$ cat src/rtl/game_pkg.sv
// Shared game types: the state seen by the renderer and the sound ids seen by the audio block.
package game_pkg;

    typedef enum logic [2:0] {
        MENU,
        PLAYING,
        PAUSED,
        DYING,
        GAME_OVER,
        WIN
    } state_t;

    typedef enum logic [2:0] {
        UI_PRESS,
        NEXTLEVEL,
        CRASH,
        CELEBRATION,
        GAMEOVER,
        PAUSE
    } sound_t;

    localparam int SND_W = 3;

endpackage

$ cat src/rtl/game_fsm_if.sv
// Sound-request handshake between the game sequencer and the audio block.
interface game_fsm_if;
    import game_pkg::*;

    logic   snd_valid;
    sound_t snd_id;
    logic   snd_ready;

    modport master (output snd_valid, output snd_id, input snd_ready);
    modport slave  (input snd_valid, input snd_id, output snd_ready);
endinterface

$ cat src/rtl/sound_fifo.sv
// Small sound-request FIFO. A push into a full FIFO is dropped and flagged,
// unless a pop frees the slot in the same cycle.
module sound_fifo #(
    parameter int DEPTH = 4,
    parameter int W     = 3
) (
    input  logic         clk,
    input  logic         reset,
    input  logic         push,
    input  logic [W-1:0] din,
    input  logic         pop,
    output logic [W-1:0] dout,
    output logic         empty,
    output logic         overflow
);
    localparam int AW = $clog2(DEPTH);
    localparam int CW = $clog2(DEPTH + 1);

    logic [W-1:0]  mem [DEPTH];
    logic [AW-1:0] wr_ptr;
    logic [AW-1:0] rd_ptr;
    logic [CW-1:0] count;
    logic          full;
    logic          do_push;
    logic          do_pop;

    assign full    = (count == CW'(DEPTH));
    assign empty   = (count == '0);
    assign do_pop  = pop & ~empty;
    assign do_push = push & (~full | do_pop);
    assign dout    = empty ? '0 : mem[rd_ptr];

    // Pointers, occupancy and the sticky drop flag.
    always_ff @(posedge clk or posedge reset) begin
        if (reset) begin
            wr_ptr   <= '0;
            rd_ptr   <= '0;
            count    <= '0;
            overflow <= 1'b0;
        end else begin
            if (do_push) wr_ptr <= wr_ptr + AW'(1);
            if (do_pop)  rd_ptr <= rd_ptr + AW'(1);
            case ({do_push, do_pop})
                2'b10:   count <= count + CW'(1);
                2'b01:   count <= count - CW'(1);
                default: count <= count;
            endcase
            if (push & full & ~do_pop) overflow <= 1'b1;
        end
    end

    // Storage needs no reset: dout is masked while empty.
    always_ff @(posedge clk) begin
        if (do_push) mem[wr_ptr] <= din;
    end

endmodule

$ cat src/rtl/game_fsm.sv
// Game sequencer: button edge detection, game state, level/lives bookkeeping,
// timed death phase and sound-request generation into a small FIFO.
module game_fsm
    import game_pkg::*;
#(
    parameter int NUM_LEVELS  = 16,
    parameter int LIVES       = 3,
    parameter int DEAD_CYCLES = 50_000_000,
    parameter int SND_DEPTH   = 4
) (
    input  logic                            clk,
    input  logic                            reset,
    input  logic                            start,
    input  logic                            pause,
    input  logic                            collision,
    input  logic                            reached_end,
    output state_t                          state,
    output logic [$clog2(NUM_LEVELS)-1:0]   level,
    output logic [$clog2(LIVES+1)-1:0]      lives,
    output logic                            respawn,
    game_fsm_if.master                      snd,
    output logic                            snd_overflow
);
    localparam int LVL_W = $clog2(NUM_LEVELS);
    localparam int LIV_W = $clog2(LIVES + 1);
    localparam int TMR_W = (DEAD_CYCLES > 1) ? $clog2(DEAD_CYCLES) : 1;

    localparam logic [LVL_W-1:0] LAST_LEVEL = LVL_W'(NUM_LEVELS - 1);
    localparam logic [LIV_W-1:0] LIVES_INIT = LIV_W'(LIVES);
    localparam logic [TMR_W-1:0] TMR_INIT   = TMR_W'(DEAD_CYCLES - 1);

    logic             start_q, pause_q, end_q;
    logic             start_edge, pause_edge, end_edge;
    state_t           state_n;
    logic [LVL_W-1:0] level_n;
    logic [LIV_W-1:0] lives_n;
    logic [TMR_W-1:0] timer, timer_n;
    logic             respawn_n;
    logic             push;
    sound_t           push_id;
    logic [SND_W-1:0] fifo_dout;
    logic             fifo_empty;

    assign start_edge = start & ~start_q;
    assign pause_edge = pause & ~pause_q;
    assign end_edge   = reached_end & ~end_q;

    // State, counters, respawn strobe and button history registers.
    always_ff @(posedge clk or posedge reset) begin
        if (reset) begin
            state   <= MENU;
            level   <= '0;
            lives   <= LIVES_INIT;
            timer   <= '0;
            respawn <= 1'b0;
            start_q <= 1'b0;
            pause_q <= 1'b0;
            end_q   <= 1'b0;
        end else begin
            state   <= state_n;
            level   <= level_n;
            lives   <= lives_n;
            timer   <= timer_n;
            respawn <= respawn_n;
            start_q <= start;
            pause_q <= pause;
            end_q   <= reached_end;
        end
    end

    // Next-state logic; the if/else order sets event priority and at most one sound per cycle.
    always_comb begin
        state_n   = state;
        level_n   = level;
        lives_n   = lives;
        timer_n   = timer;
        respawn_n = 1'b0;
        push      = 1'b0;
        push_id   = UI_PRESS;
        case (state)
            MENU: begin
                if (start_edge) begin
                    state_n   = PLAYING;
                    level_n   = '0;
                    lives_n   = LIVES_INIT;
                    respawn_n = 1'b1;
                    push      = 1'b1;
                    push_id   = UI_PRESS;
                end
            end
            PLAYING: begin
                if (collision) begin
                    push = 1'b1;
                    if (lives > LIV_W'(1)) begin
                        state_n = DYING;
                        lives_n = lives - LIV_W'(1);
                        timer_n = TMR_INIT;
                        push_id = CRASH;
                    end else begin
                        state_n = GAME_OVER;
                        lives_n = '0;
                        push_id = GAMEOVER;
                    end
                end else if (end_edge) begin
                    push = 1'b1;
                    if (level == LAST_LEVEL) begin
                        state_n = WIN;
                        push_id = CELEBRATION;
                    end else begin
                        level_n   = level + LVL_W'(1);
                        respawn_n = 1'b1;
                        push_id   = NEXTLEVEL;
                    end
                end else if (pause_edge) begin
                    state_n = PAUSED;
                    push    = 1'b1;
                    push_id = PAUSE;
                end
            end
            PAUSED: begin
                if (pause_edge) begin
                    state_n = PLAYING;
                    push    = 1'b1;
                    push_id = PAUSE;
                end
            end
            DYING: begin
                if (timer == '0) begin
                    state_n   = PLAYING;
                    respawn_n = 1'b1;
                end else begin
                    timer_n = timer - TMR_W'(1);
                end
            end
            GAME_OVER, WIN: begin
                if (start_edge) begin
                    state_n = MENU;
                    push    = 1'b1;
                    push_id = UI_PRESS;
                end
            end
            default: state_n = MENU;
        endcase
    end

    sound_fifo #(
        .DEPTH (SND_DEPTH),
        .W     (SND_W)
    ) u_sound_fifo (
        .clk      (clk),
        .reset    (reset),
        .push     (push),
        .din      (push_id),
        .pop      (snd.snd_ready),
        .dout     (fifo_dout),
        .empty    (fifo_empty),
        .overflow (snd_overflow)
    );

    assign snd.snd_valid = ~fifo_empty;
    assign snd.snd_id    = sound_t'(fifo_dout);

endmodule

$ cat src/flat_wrapper.sv
// flat-port wrapper written by rule: the top's interface ports become plain ports
module game_fsm_flat import game_pkg::*;
#(
    parameter int NUM_LEVELS  = 16,
    parameter int LIVES       = 3,
    parameter int DEAD_CYCLES = 50_000_000,
    parameter int SND_DEPTH   = 4
)
  (clk, reset, start, pause, collision, reached_end, state, level, lives, respawn, snd_overflow, snd_snd_valid, snd_snd_id, snd_snd_ready);
  game_fsm_if snd_i ();
  input  logic clk;
  input  logic reset;
  input  logic start;
  input  logic pause;
  input  logic collision;
  input  logic reached_end;
  output state_t state;
  output logic [$clog2(NUM_LEVELS)-1:0] level;
  output logic [$clog2(LIVES+1)-1:0] lives;
  output logic respawn;
  output logic snd_overflow;
  output wire logic [$bits(snd_i.snd_valid)-1:0] snd_snd_valid;
  output wire logic [$bits(snd_i.snd_id)-1:0] snd_snd_id;
  input wire logic [$bits(snd_i.snd_ready)-1:0] snd_snd_ready;
  assign snd_snd_valid = snd_i.snd_valid;
  assign snd_snd_id = snd_i.snd_id;
  assign snd_i.snd_ready = snd_snd_ready;
  game_fsm #(.NUM_LEVELS(NUM_LEVELS), .LIVES(LIVES), .DEAD_CYCLES(DEAD_CYCLES), .SND_DEPTH(SND_DEPTH)) u_core (.clk(clk), .reset(reset), .start(start), .pause(pause), .collision(collision), .reached_end(reached_end), .state(state), .level(level), .lives(lives), .respawn(respawn), .snd(snd_i), .snd_overflow(snd_overflow));
endmodule
$ cat config.mk
export PLATFORM = sky130hd
export DESIGN_NAME = game_fsm_flat
export DESIGN_NICKNAME = d
export VERILOG_FILES = /design/src/rtl/game_pkg.sv /design/src/rtl/game_fsm_if.sv /design/src/rtl/sound_fifo.sv /design/src/rtl/game_fsm.sv /design/src/flat_wrapper.sv
export SDC_FILE = /design/constraint.sdc
export NUM_CORES = 1
export LEC_CHECK = 0
export BUFFER_PORTS_ARGS = -buffer_cell sky130_fd_sc_hd__buf_2
export CAP_MARGIN = 5
export CORE_MARGIN = 2
export CORE_UTILIZATION = 60
export DETAILED_ROUTE_END_ITERATION = 12
export GPL_ROUTABILITY_DRIVEN = 0
export GPL_TIMING_DRIVEN = 0
export PLACE_DENSITY = 0.82
export SYNTH_ARGS = -nofsm -noshare
export SYNTH_HDL_FRONTEND = slang
export SYNTH_SLANG_ARGS = --single-unit
$ cat constraint.sdc
create_clock -name clk -period 3.1 [get_ports clk]
set_clock_uncertainty 0.1 [all_clocks]
set_input_delay 0.31 -clock clk [delete_from_list [all_inputs] [get_ports clk]]
set_output_delay 0.31 -clock clk [all_outputs]
set_load 0.01 [all_outputs]
Yosys cells after proc, flatten, opt, wreduce, memory -nomap -nowiden
Memories as Yosys holds them, arrays and structs flattened.
Index checks and enable logic that the tools add are counted.
{ "classes": {"shift": 0, "n_mul": 0, "reduce_logical": 12, "n_bitwise": 14, "div": 0, "n_lt_le_gt_ge": 1, "addsub": 7, "n_eq_ne": 21, "muxes": 43} }
{ "op_table": {"columns": ["cell", "n"], "rows": [
  ["2-to-1 mux 26 bit", 3],
  ["one-hot mux 26 bit (2 select lines)", 1],
  ["2-to-1 mux 3 bit", 14],
  ["zero test 26 bit", 1],
  ["subtractor 26 x 1 -> 26 bit (second input constant)", 1],
  ["2-to-1 mux 4 bit", 4],
  ["one-hot mux 3 bit (5 select lines)", 1],
  ["inequality test 2 x 1 -> 1 bit (second input constant)", 6],
  ["one-hot mux 3 bit (2 select lines)", 2],
  ["2-to-1 mux 1 bit", 10],
  ["equality test 3 bit (second input constant)", 3],
  ["2-to-1 mux 2 bit", 4],
  ["inequality test 2 bit (second input constant)", 4],
  ["one-hot mux 4 bit (2 select lines)", 1],
  ["bitwise AND 1 bit", 7],
  ["equality test 3 x 2 -> 1 bit (second input constant)", 2],
  ["zero test 3 bit", 2],
  ["NOT 1 bit", 6],
  ["one-hot mux 1 bit (3 select lines)", 2],
  ["AND reduction 6 bit", 1],
  ["nonzero test 2 bit", 3],
  ["AND reduction 5 bit", 1],
  ["adder 2 x 1 -> 2 bit (second input constant)", 2],
  ["adder 4 x 1 -> 4 bit (second input constant)", 1],
  ["16 further kinds", 16]
]} }
{ "word_totals": {"word_cells": 111, "mem_bits_rw": 12, "out_inout_bits": 15, "register_bits": 47, "latch_bits": 0, "mem_bits_ro": 0, "in_bits": 7, "mem_count": 1} }
{ "memory_table": {"columns": ["name", "depth", "word_bits", "read_ports", "rd_ports_with_merged_regs", "wr", "line_no", "source"], "rows": [
  ["u_core.u_sound_fifo.mem", 4, 3, 1, 0, 1, "sound_fifo.sv:19", "logic [W-1:0] mem [DEPTH];"]
]} }

Longest topological paths before layout
Gate-level depths: netlist (run 1).
{ "depth": {"ltp_word": 9, "mapped_depth": 9, "ltp_nobuf": 9} }

Hierarchy
From an unflattened synthesis (run 1), not the netlist that was laid out.
{ "hier_totals": {"cells_unflattened": 317, "area_unflattened_um2": 3243.1} }
{ "modules_own_cells": {"columns": ["module", "area_per_inst_um2", "n_inst", "cells_per_inst", "seq_area_each_um2"], "rows": [
  ["game_fsm", 2224.6, 1, 241, 978.4],
  ["sound_fifo", 1018.5, 1, 76, 560.5]
]} }

Worst setup path before layout (run 1)
OpenSTA, ideal clock, no wires.
{ "synth_timing": {"kind": "register to register", "from": "reg u_core.state[0]", "to": "reg u_core.u_sound_fifo.count[2]", "path_buffers": 0, "required_ns": 2.918, "slack_ns": 0.356, "t_arrival_ns": 2.562, "path_stages_with_launch": 10, "path_cell_list": "dfrtp_1 > or4b_2 > o221a_2 > nand2_1 > nor2_1 > fa_1 > nor2b_1 > nor2b_1 > o2bb2ai_1 > o22ai_1"} }
{ "synth_via": {"elab_chain_len": 6, "word_cells_on_any_way": 12, "classes_between": "eq/ne: 6; mux: 2; bitwise: 1; reduce/logical: 3"} }
{ "synth_lines": {"columns": ["element", "line_no", "source"], "rows": [
  ["start: declaration", "game_fsm.sv:17", "output state_t state,"],
  ["start signal: assignment", "game_fsm.sv:60", "state <= state_n;"],
  ["equality test 3 bit or zero test 3 bit (tied branches)", "game_fsm.sv:80", "case (state)"],
  ["OR reduction 3 bit (no source line)", null, null],
  ["one-hot mux 1 bit (3 select lines) *", "game_fsm.sv:80", null],
  ["bitwise AND 1 bit *", "sound_fifo.sv:30", "assign do_push = push & (~full | do_pop);"],
  ["equality test 2 x 1 -> 1 bit or equality test 2 bit (tied branches)", "sound_fifo.sv:43", "case ({do_push, do_pop})"],
  ["one-hot mux 3 bit (2 select lines) or nonzero test 2 bit (tied branches)", null, null],
  ["end signal: assignment", "sound_fifo.sv:44", "2'b10: count <= count + CW'(1);"],
  ["end signal: assignment", "sound_fifo.sv:45", "2'b01: count <= count - CW'(1);"],
  ["end signal: assignment", "sound_fifo.sv:46", "default: count <= count;"],
  ["end: declaration", "sound_fifo.sv:22", "logic [CW-1:0] count;"]
]} }
Mark *: on every way between the ends. The rest lies on a longest branch, timed or not.
A chain may end at the register's enable or synchronous reset.

Worst setup path after layout (run 1)
Same ends and word-level chain as after synthesis.

==> results of run 1 <==
[logic make-up after synthesis]
logic type      Yosys count  synth area share
mux                      11           0.04595
xor+xnor                  6           0.01595
simple gates            147            0.2681
fa+ha+maj                 8           0.03266
compound gates           66            0.1303
flops                    59            0.4671
buf+inv                  24           0.03988
[where the power goes]
group / internal [mW] / switching (mW) / leakage, nW
Combinational: 0.489 / 0.624 / 0.721
Sequential: 1.01 / 0.179 / 0.640
Clock: 0.377 / 0.283 / 0.0997
Total: 1.88 / 1.09 / 1.46
[sequential cells by signal (all words and copies together) (netlist names)]
name and flops:
u_core.state 3, u_core.end_q 1, u_core.u_sound_fifo.overflow 1, u_core.respawn 1, u_core.u_sound_fifo.mem 12, u_core.u_sound_fifo.wr_ptr 2
u_core.u_sound_fifo.count 3, u_core.level 4, u_core.timer 26, u_core.u_sound_fifo.rd_ptr 2, u_core.start_q 1, u_core.pause_q 1
u_core.lives 2
[synthesized netlist by cell type, types with 3 or more instances]
cell | instances | area, sq um
inv_1 | 10 | 37.54
nor3_1 | 13 | 65.06
dfrtp_1 | 45 | 1126
edfxtp_1 | 12 | 360.4
o31ai_1 | 9 | 67.56
or4_1 | 13 | 97.59
mux2i_1 | 5 | 50.05
and4_2 | 3 | 30.03
ha_1 | 7 | 87.58
clkbuf_8 | 3 | 41.29
nand3_1 | 14 | 70.07
or2_2 | 4 | 25.02
o21ai_0 | 16 | 80.08
or3_1 | 7 | 43.79
a31oi_1 | 7 | 43.79
mux2_2 | 3 | 33.78
xnor2_1 | 4 | 35.03
nand2b_1 | 4 | 25.02
nor4b_1 | 3 | 26.28
a311oi_1 | 3 | 26.28
a211o_1 | 3 | 26.28
mux4_2 | 3 | 67.56
clkbuf_1 | 9 | 33.78
nand2_1 | 22 | 82.58
a21oi_1 | 15 | 75.07
nor2_1 | 19 | 71.32
and2_1 | 10 | 62.56
nor2b_1 | 6 | 37.54
nand4_1 | 4 | 25.02
nor4_1 | 4 | 25.02
and3_1 | 3 | 18.77
[layer usage]
metal / share of wire / track usage
met2: 0.49 / 0.4250
met5: 0 / 0
met4: 0.021 / 0.1158
met3: 0.061 / 0.04828
met1: 0.43 / 0.3457
[per-stage QoR]
step	total power, mW	hold WS (ns)	worst slack (ns)	util
after floorplan	1.977	0.2414	0.3559	-
after global routing	3.164	0.01322	0.05228	0.7149
after global placement	2.236	0.3304	0.1848	0.6680
final	2.962	0.01761	0.1815	0.7149
after detailed placement	2.295	0.2097	0.09746	0.6719
after CTS	2.962	0.01391	0.09247	0.7144
[worst max-delay path: stages (launching register included)]
cell and delay (ns):
dfrtp_1 0.46, or4b_2 0.76, o221a_2 0.21, nand2_2 0.21
nor2_1 0.09, fa_1 0.43, nor2b_1 0.17, nor2b_1 0.15
o2bb2ai_1 0.13, o22ai_1 0.12
[repair_timing]
action / 4_1_cts / 5_1_grt
hold endpoints to repair: 15 / 0
endpoints found under the setup margin: 0 / 1
gates resized for setup: 0 / 1
hold buffers: 3 / 0
[worst paths after layout]
path                                                    from                      endpoint  slack, ns
worst max register to register               u_core.state[0]  u_core.u_sound_fifo.count[2]       0.18
max in group asynchronous                              reset               u_core.lives[0]       1.91
worst min register to register  u_core.u_sound_fifo.overflow  u_core.u_sound_fifo.overflow       0.36
worst min-delay path                                   start                u_core.start_q       0.02
worst max-delay path                         u_core.state[0]  u_core.u_sound_fifo.count[2]       0.18
min in group asynchronous                              reset  u_core.u_sound_fifo.count[1]       0.41
[area by class of cell]
| cell class | instances | area, sq um |
|---|---|---|
| Buffer | 14 | 93.84 |
| Clock buffer | 15 | 186.4 |
| Clock inverter | 1 | 5.005 |
| Fill cell | 389 | 1484 |
| Inverter | 10 | 37.54 |
| Multi-Input combinational cell | 238 | 1627 |
| Sequential cell | 59 | 1539 |
| Tap cell | 70 | 87.58 |
| Timing Repair Buffer | 23 | 145.1 |
==> impl_metrics.json, run 1 <==
{
  "route.detailed.drc": 0,
  "clock_latency_ns": 0.33,
  "die_h_um": 78.10,
  "ir_drop_v": 0.0004566,
  "clk_pin_slew_ns": 0.06,
  "worstPathArrival_ns": 3.07,
  "fin_crit_sh": 0.9415,
  "pwr_density_cell_nw_per_um2": 796.1,
  "start_kind": "flop",
  "instances_no_fill": 430,
  "dp.cells": 411,
  "grt_pass1_vias": 2669,
  "tightest_slew_ns": 0.9185,
  "path_class": "flop to flop",
  "cts.path.max_buffers": 2,
  "async_reset_ff_frac": 0.7966,
  "hold_violations": 0,
  "dr.pass1.iters": 5,
  "synth_area_per_cell_sq_um": 10.26,
  "diodes": 0,
  "max_freq_ghz": 0.3426,
  "drv_cap": 0,
  "dpl-instance-area_sq_um": 3497,
  "hpwl_mm": 5.041,
  "critPathMaxFanout": 10,
  "grt_max_degree": 34,
  "cts_tree": "done",
  "cts-root-buf": "clkbuf_8",
  "vias_per_cell": 6.286,
  "antenna_found_initial": 0,
  "yosysWarnings": 0,
  "die_area_sq_um": 6100,
  "whs_path_depth": 1,
  "final_antenna_net_count": 0,
  "syn_to_final_growth_pct": 12.95,
  "grt-ovfl-total": 0,
  "final_cell_mix": "45 x dfrtp_1, 21 x nand2_1, 19 x nor2_1, 19 x buf_2",
  "grt_first_pass_wirelength_mm": 12.53,
  "setup_tns_ns": 0,
  "relSlewSlack": 0.3780,
  "post-cts-setup-buffer-count": 0,
  "hold_path_class": "input pin to flop",
  "numCtsBuffers": 9,
  "die_w_um": 78.10,
  "crit_required_ns": 3.25,
  "fin_nets": 370,
  "synth-seq-cells": 59,
  "vias": 2703,
  "io_pins": 22,
  "final_common_cell": "dfrtp_1",
  "drive_gt1_frac": 0.2028,
  "postSynthCellCount": 321,
  "initial_utilization": 0.6329,
  "port_buffers": 19,
  "synth-edff-count": 12,
  "clock-sinks": 59,
  "status": "finished, final reports clean",
  "wl_per_cell_um": 17.01,
  "row_count": 26,
  "post-route-min-period_ns": 2.919,
  "yosysUniqueCellTypes": 59,
  "totalWireLength_mm": 7.315,
  "htreeDepth": 3,
  "ff2ff_path_depth": 9,
  "syn-num-nets": 336,
  "grtUsageTotal": 0.2618,
  "rsz0062_at_grt": "no",
  "finalSetupViolCount": 0,
  "cp-end-kind": "flop",
  "core-area_sq_um": 5205,
  "finish.instance_area_sq_um": 3721,
  "report.final.slew_viol_count": 0,
  "p_leak_nw": 1.462,
  "synth_area_sq_um": 3294,
  "ys.flop_type": "dfrtp_1",
  "dr.first_iter.drc_count": 263,
  "yosysSeqAreaShare": 0.4671
}
(Power assumes the default switching activity.)
==> inputs of run 2 (changes only) <==
--- a/config.mk
+++ b/config.mk
@@ -8,11 +8,11 @@
 export BUFFER_PORTS_ARGS = -buffer_cell sky130_fd_sc_hd__buf_2
 export CAP_MARGIN = 5
 export CORE_MARGIN = 2
-export CORE_UTILIZATION = 60
+export CORE_UTILIZATION = 65
 export DETAILED_ROUTE_END_ITERATION = 12
 export GPL_ROUTABILITY_DRIVEN = 0
 export GPL_TIMING_DRIVEN = 0
-export PLACE_DENSITY = 0.82
+export PLACE_DENSITY = 0.88
 export SYNTH_ARGS = -nofsm -noshare
 export SYNTH_HDL_FRONTEND = slang
 export SYNTH_SLANG_ARGS = --single-unit
==> constraint.sdc (replaced) <==
create_clock -name clk -period 3.5 [get_ports clk]
set_clock_uncertainty 0.1 [all_clocks]
set_input_delay 1.05 -clock clk [delete_from_list [all_inputs] [get_ports clk]]
set_output_delay 1.05 -clock clk [all_outputs]
set_load 0.01 [all_outputs]
==> run 2 against run 1 <==
Net effect:
- hold slack improved by 0.34 ns
- clock power decreased by 23%
- setup slack improved by 0.082 ns
- sequential cell count unchanged
- die area decreased by 7.3%
- power decreased by 14%
- highest routed layer unchanged
- critical path depth increased by 1
- wire length decreased by 3.2%
- sequential share of layout area increased by 0.76 points
- register-to-register slack improved by 0.34 ns
==> impl_metrics.json, run 2 (synthesis gave the netlist of run 1 again) <==
{
  "cts.path.max_buffers": 2,
  "post-cts-setup-buffer-count": 0,
  "max_freq_ghz": 0.3090,
  "route.detailed.drc": 0,
  "post-route-min-period_ns": 3.236,
  "holdBufCountCts": 0,
  "slowest_delay_ns": 0.53,
  "grt_first_pass_wirelength_mm": 12.10,
  "cts-root-buf": "clkbuf_8",
  "die_w_um": 75.19,
  "grtUsageTotal": 0.2900,
  "diodes": 0,
  "regToRegEndpoint": "u_core.u_sound_fifo.count[2]",
  "fill_cells": 339,
  "grt-ovfl-total": 0,
  "final_antenna_net_count": 0,
  "setup_tns_ns": 0,
  "grt_pass1_vias": 2565,
  "fin_nets": 367,
  "wirelength_met1_mm": 3.118,
  "cts_tree": "done",
  "die_area_sq_um": 5654,
  "cpMostUsedCell": "nor2b_1",
  "antenna_found_initial": 0,
  "endpoint": "u_core.u_sound_fifo.count[2]",
  "rr_startpoint": "u_core.state[0]",
  "dr.pass1.iters": 5,
  "start_kind": "input pin",
  "status": "finished, final reports clean",
  "vias_per_cell": 6.354,
  "top_regs": "u_core.timer x26, u_core.u_sound_fifo.mem x12, u_core.level x4",
  "final_common_cell": "dfrtp_1",
  "ff2ff_path_depth": 9,
  "largest-register": "u_core.timer",
  "final_cell_mix": "45 x dfrtp_1, 22 x nand2_1, 19 x nor2_1, 19 x buf_2, 16 x o21ai_0",
  "clock-sinks": 59,
  "ir_drop_v": 0.0005188,
  "final_util": 0.7584,
  "hpwl_mm": 4.932,
  "route.met2.wl_mm": 3.442,
  "htreeDepth": 3,
  "clk_pin_slew_ns": 0.07,
  "crit_path_top_delay_cell": "or4bb_1",
  "wl_met3_um": 399,
  "cp-end-kind": "flop",
  "drv_cap": 0,
  "relSlewSlack": 0.5638,
  "finalSetupViolCount": 0,
  "core-area_sq_um": 4817,
  "routed.top_layer": "met4",
  "syn_to_final_growth_pct": 10.90,
  "largest_reg_flops": 26,
  "path_class": "input pin to flop",
  "finish.instance_area_sq_um": 3654,
  "hold_path_class": "flop to flop",
  "dr.first_iter.drc_count": 279,
  "die_h_um": 75.19,
  "numCtsBuffers": 9,
  "crit_required_ns": 3.66,
  "worstPathArrival_ns": 3.40,
  "r2r_setup_slack_ns": 0.52,
  "vias": 2694,
  "crit_chain": "buf_2 -> or4bb_1 -> o221a_2 -> nand2_1 -> nor2_1 -> fa_1 -> nor2b_1 -> nor2b_1 -> o2bb2ai_1 -> o22ai_1",
  "drive_gt1_frac": 0.1961,
  "hold_violations": 0,
  "holdWs_ns": 0.3536,
  "cts_resized": 0,
  "clock_latency_ns": 0.34,
  "pre_cts_ws_ns": -0.2346,
  "worst_slack_ns": 0.2635,
  "pwr_density_cell_nw_per_um2": 697.1,
  "report.final.slew_viol_count": 0,
  "port_buffers": 19,
  "row_count": 25,
  "totalWireLength_mm": 7.084,
  "critPathMaxFanout": 9,
  "rsz0062_at_grt": "no",
  "grt_max_degree": 43,
  "initial_utilization": 0.6839,
  "wl_per_cell_um": 16.71,
  "crit_start": "pause",
  "io_pins": 22,
  "tightest_slew_ns": 0.6519,
  "dpl-instance-area_sq_um": 3493,
  "fin_crit_sh": 0.9247,
  "p_leak_nw": 1.429
}
## run 2: routing by layer
metal	GRT usage	vias to the layer above
met5	0	-
li1	-	1274
met2	0.4435	104
met4	0.1170	0
met3	0.07497	9
met1	0.3991	1307
## run 2: worst min-delay path by stage
| stage | from | slack (ns) | depth (start not counted) | to |
|---|---|---|---|---|
| 2_1_floorplan | u_core.timer[25] | 0.37 | 1 | u_core.timer[25] |
| 3_3_place_gp | u_core.u_sound_fifo.overflow | 0.33 | 1 | u_core.u_sound_fifo.overflow |
| 3_5_place_dp | u_core.u_sound_fifo.overflow | 0.34 | 1 | u_core.u_sound_fifo.overflow |
| 4_1_cts | u_core.u_sound_fifo.overflow | 0.36 | 1 | u_core.u_sound_fifo.overflow |
| 5_1_grt | u_core.u_sound_fifo.overflow | 0.38 | 1 | u_core.u_sound_fifo.overflow |
| 6_report | u_core.u_sound_fifo.overflow | 0.35 | 1 | u_core.u_sound_fifo.overflow |
## run 2: through the flow
step                total power, mW  instances
floorplan                     1.751        321
global placement              1.974        407
detailed placement            2.035        408
CTS                           2.543        424
global route                  2.731        424
finish                        2.547        424
## run 2: area by class of cell
class	instances	area, sq um	area share
well taps	67	83.83	0.02295
clock buffers	12	135.1	0.03699
repair buffers	20	115.1	0.03151
clock inverters	4	17.52	0.004795
flip-flops and latches	59	1539	0.4212
plain buffers	14	93.84	0.02568
inverters	10	37.54	0.01027
multi-input cells	238	1632	0.4466
## run 2: worst max-delay path, delay by kind of cell
family	cells	cell delay, ns
simple gates	5	1.26
compound gates	3	0.58
fa+ha+maj	1	0.43
buf+inv	1	0.09
## run 2: report_power, final
| part | total (mW) | internal, mW | switching (mW) |
|---|---|---|---|
| combinational | 0.983 | 0.434 | 0.549 |
| clock | 0.507 | 0.250 | 0.257 |
| sequential | 1.06 | 0.893 | 0.163 |
==> inputs of run 3 (changes only) <==
--- a/config.mk
+++ b/config.mk
@@ -8,11 +8,11 @@
 export BUFFER_PORTS_ARGS = -buffer_cell sky130_fd_sc_hd__buf_2
 export CAP_MARGIN = 5
 export CORE_MARGIN = 2
-export CORE_UTILIZATION = 65
+export CORE_UTILIZATION = 60
 export DETAILED_ROUTE_END_ITERATION = 12
 export GPL_ROUTABILITY_DRIVEN = 0
 export GPL_TIMING_DRIVEN = 0
-export PLACE_DENSITY = 0.88
+export PLACE_DENSITY = 0.82
 export SYNTH_ARGS = -nofsm -noshare
 export SYNTH_HDL_FRONTEND = slang
 export SYNTH_SLANG_ARGS = --single-unit
==> run 3 against run 2 <==
Net effect:
- critical path type unchanged
- via count decreased by 0.52%
- first-iteration DRC count decreased by 3.9%
- critical path depth unchanged
- core utilization decreased by 4.8 points
- die area increased by 7.9%
- sequential power about the same
- cell area increased by 1.2%
- register-to-register slack got worse by 0.06 ns
- sequential cell count unchanged
- combinational power about the same
- hold slack improved by 0.0065 ns
==> impl_metrics.json, run 3 (synthesis gave the netlist of run 1 again) <==
{
  "status": "finished, final reports clean",
  "max_freq_ghz": 0.3035,
  "clock-sinks": 59,
  "wl_per_cell_um": 16.99,
  "relSlewSlack": 0.5199,
  "pwr_density_cell_nw_per_um2": 708.6,
  "cts.path.max_buffers": 2,
  "syn_to_final_growth_pct": 12.19,
  "top_regs": "u_core.timer x26, u_core.u_sound_fifo.mem x12, u_core.level x4",
  "worstPathArrival_ns": 3.44,
  "grtUsageTotal": 0.2616,
  "wl_met3_um": 423,
  "totalPowerFinal_mw": 2.619,
  "routed.top_layer": "met4",
  "hold_path_class": "flop to flop",
  "port_buffers": 19,
  "row_count": 26,
  "cts-root-buf": "clkbuf_8",
  "path_class": "input pin to flop",
  "die_w_um": 78.10,
  "grt_max_degree": 34,
  "hpwl_mm": 5.041,
  "route.detailed.drc": 0,
  "start_kind": "input pin",
  "fin_crit_sh": 0.9413,
  "io_pins": 22,
  "die_area_sq_um": 6100,
  "fin_nets": 367,
  "vias": 2680,
  "finalSetupViolCount": 0,
  "dr.pass1.iters": 4,
  "final_antenna_net_count": 0,
  "numCtsBuffers": 9,
  "wirelength_met1_mm": 3.202,
  "dpl-instance-area_sq_um": 3497,
  "ir_drop_v": 0.0004212,
  "route.met2.wl_mm": 3.480,
  "dp.cells": 411,
  "cts_tree": "done",
  "dr.first_iter.drc_count": 268,
  "grt_first_pass_wirelength_mm": 12.52,
  "totalWireLength_mm": 7.255,
  "final_common_cell": "dfrtp_1",
  "post-route-min-period_ns": 3.295,
  "fill_cells": 393,
  "instances_no_fill": 427,
  "diodes": 0,
  "grt_pass1_vias": 2658,
  "hold_violations": 0,
  "critPathMaxFanout": 9,
  "final_cell_mix": "45 x dfrtp_1, 22 x nand2_1, 19 x nor2_1, 19 x buf_2",
  "rsz0062_at_grt": "no",
  "drv_cap": 0,
  "crit_required_ns": 3.65,
  "tightest_slew_ns": 0.7175,
  "die_h_um": 78.10,
  "finish.instance_area_sq_um": 3696,
  "antenna_found_initial": 0,
  "largest_reg_flops": 26,
  "cp-end-kind": "flop",
  "p_leak_nw": 1.450,
  "grt-ovfl-total": 0,
  "holdBufCountCts": 0,
  "clock_latency_ns": 0.33,
  "core-area_sq_um": 5205,
  "initial_utilization": 0.6329,
  "report.final.slew_viol_count": 0,
  "vias_per_cell": 6.276,
  "drive_gt1_frac": 0.2045,
  "htreeDepth": 3,
  "holdWs_ns": 0.3602,
  "largest-register": "u_core.timer",
  "clk_pin_slew_ns": 0.06
}
[run 3: changes by cell type in the layout (fill, tap and decap cells not counted), sizes merged]
| cell | change |
|---|---|
| clkinv | -3 |
| clkbuf | +3 |
[run 3: final timing paths]
path	slack [ns]	cells after the start	endpoint	start
worst max-delay path	0.21	10	u_core.u_sound_fifo.count[2]	start
worst min-delay path	0.36	1	u_core.u_sound_fifo.overflow	u_core.u_sound_fifo.overflow
worst max register to register	0.46	9	u_core.u_sound_fifo.count[2]	u_core.state[0]
worst min register to register	0.36	1	u_core.u_sound_fifo.overflow	u_core.u_sound_fifo.overflow
max in group asynchronous	2.12	3	u_core.lives[0]	reset
min in group asynchronous	0.60	2	u_core.u_sound_fifo.count[1]	reset
[run 3: layer usage]
layer  up-vias  GRT usage
met5         -          0
met1      1275     0.3457
met2       111     0.4241
li1       1279          -
met4         0     0.1158
met3        15    0.04828
[run 3: worst max-delay path, cell delays in order]
cell	delay, ns
buf_2	0.10
or4b_2	0.65
o221a_2	0.20
nand2_1	0.30
nor2_1	0.11
fa_1	0.44
nor2b_1	0.18
nor2b_1	0.16
o2bb2ai_1	0.13
o22ai_1	0.12
[run 3: layout make-up]
cell class	count	area, sq um	share of cell area
Buffer	14	93.84	0.02539
Clock buffer	15	186.4	0.05044
Clock inverter	1	5.005	0.001354
Inverter	10	37.54	0.01016
Multi-Input combinational cell	238	1632	0.4414
Sequential cell	59	1539	0.4164
Tap cell	70	87.58	0.02370
Timing Repair Buffer	20	115.1	0.03114
[run 3: timing repair]
| action | in CTS | in global routing |
|---|---|---|
| setup endpoints to repair | 0 | 2 |
| resized for setup | 0 | 1 |
| buffers inserted | 0 | 0 |
[run 3: where the power goes]
| part | switching, mW | internal, mW | leakage [nW] | total [mW] |
|---|---|---|---|---|
| logic | 0.552 | 0.433 | 0.710 | 0.985 |
| registers | 0.159 | 0.894 | 0.640 | 1.05 |
| clock network | 0.248 | 0.334 | 0.0997 | 0.582 |
[run 3: metrics by stage]
| stage | setup TNS, ns | utilization | setup slack (ns) |
|---|---|---|---|
| floorplan | 0 | - | 0.2081 |
| global placement | -0.1997 | 0.6680 | -0.1372 |
| detailed placement | -0.4524 | 0.6719 | -0.2425 |
| CTS | 0 | 0.7087 | 0.09951 |
| global route | 0 | 0.7101 | 0.09519 |
| finish | 0 | 0.7101 | 0.2054 |
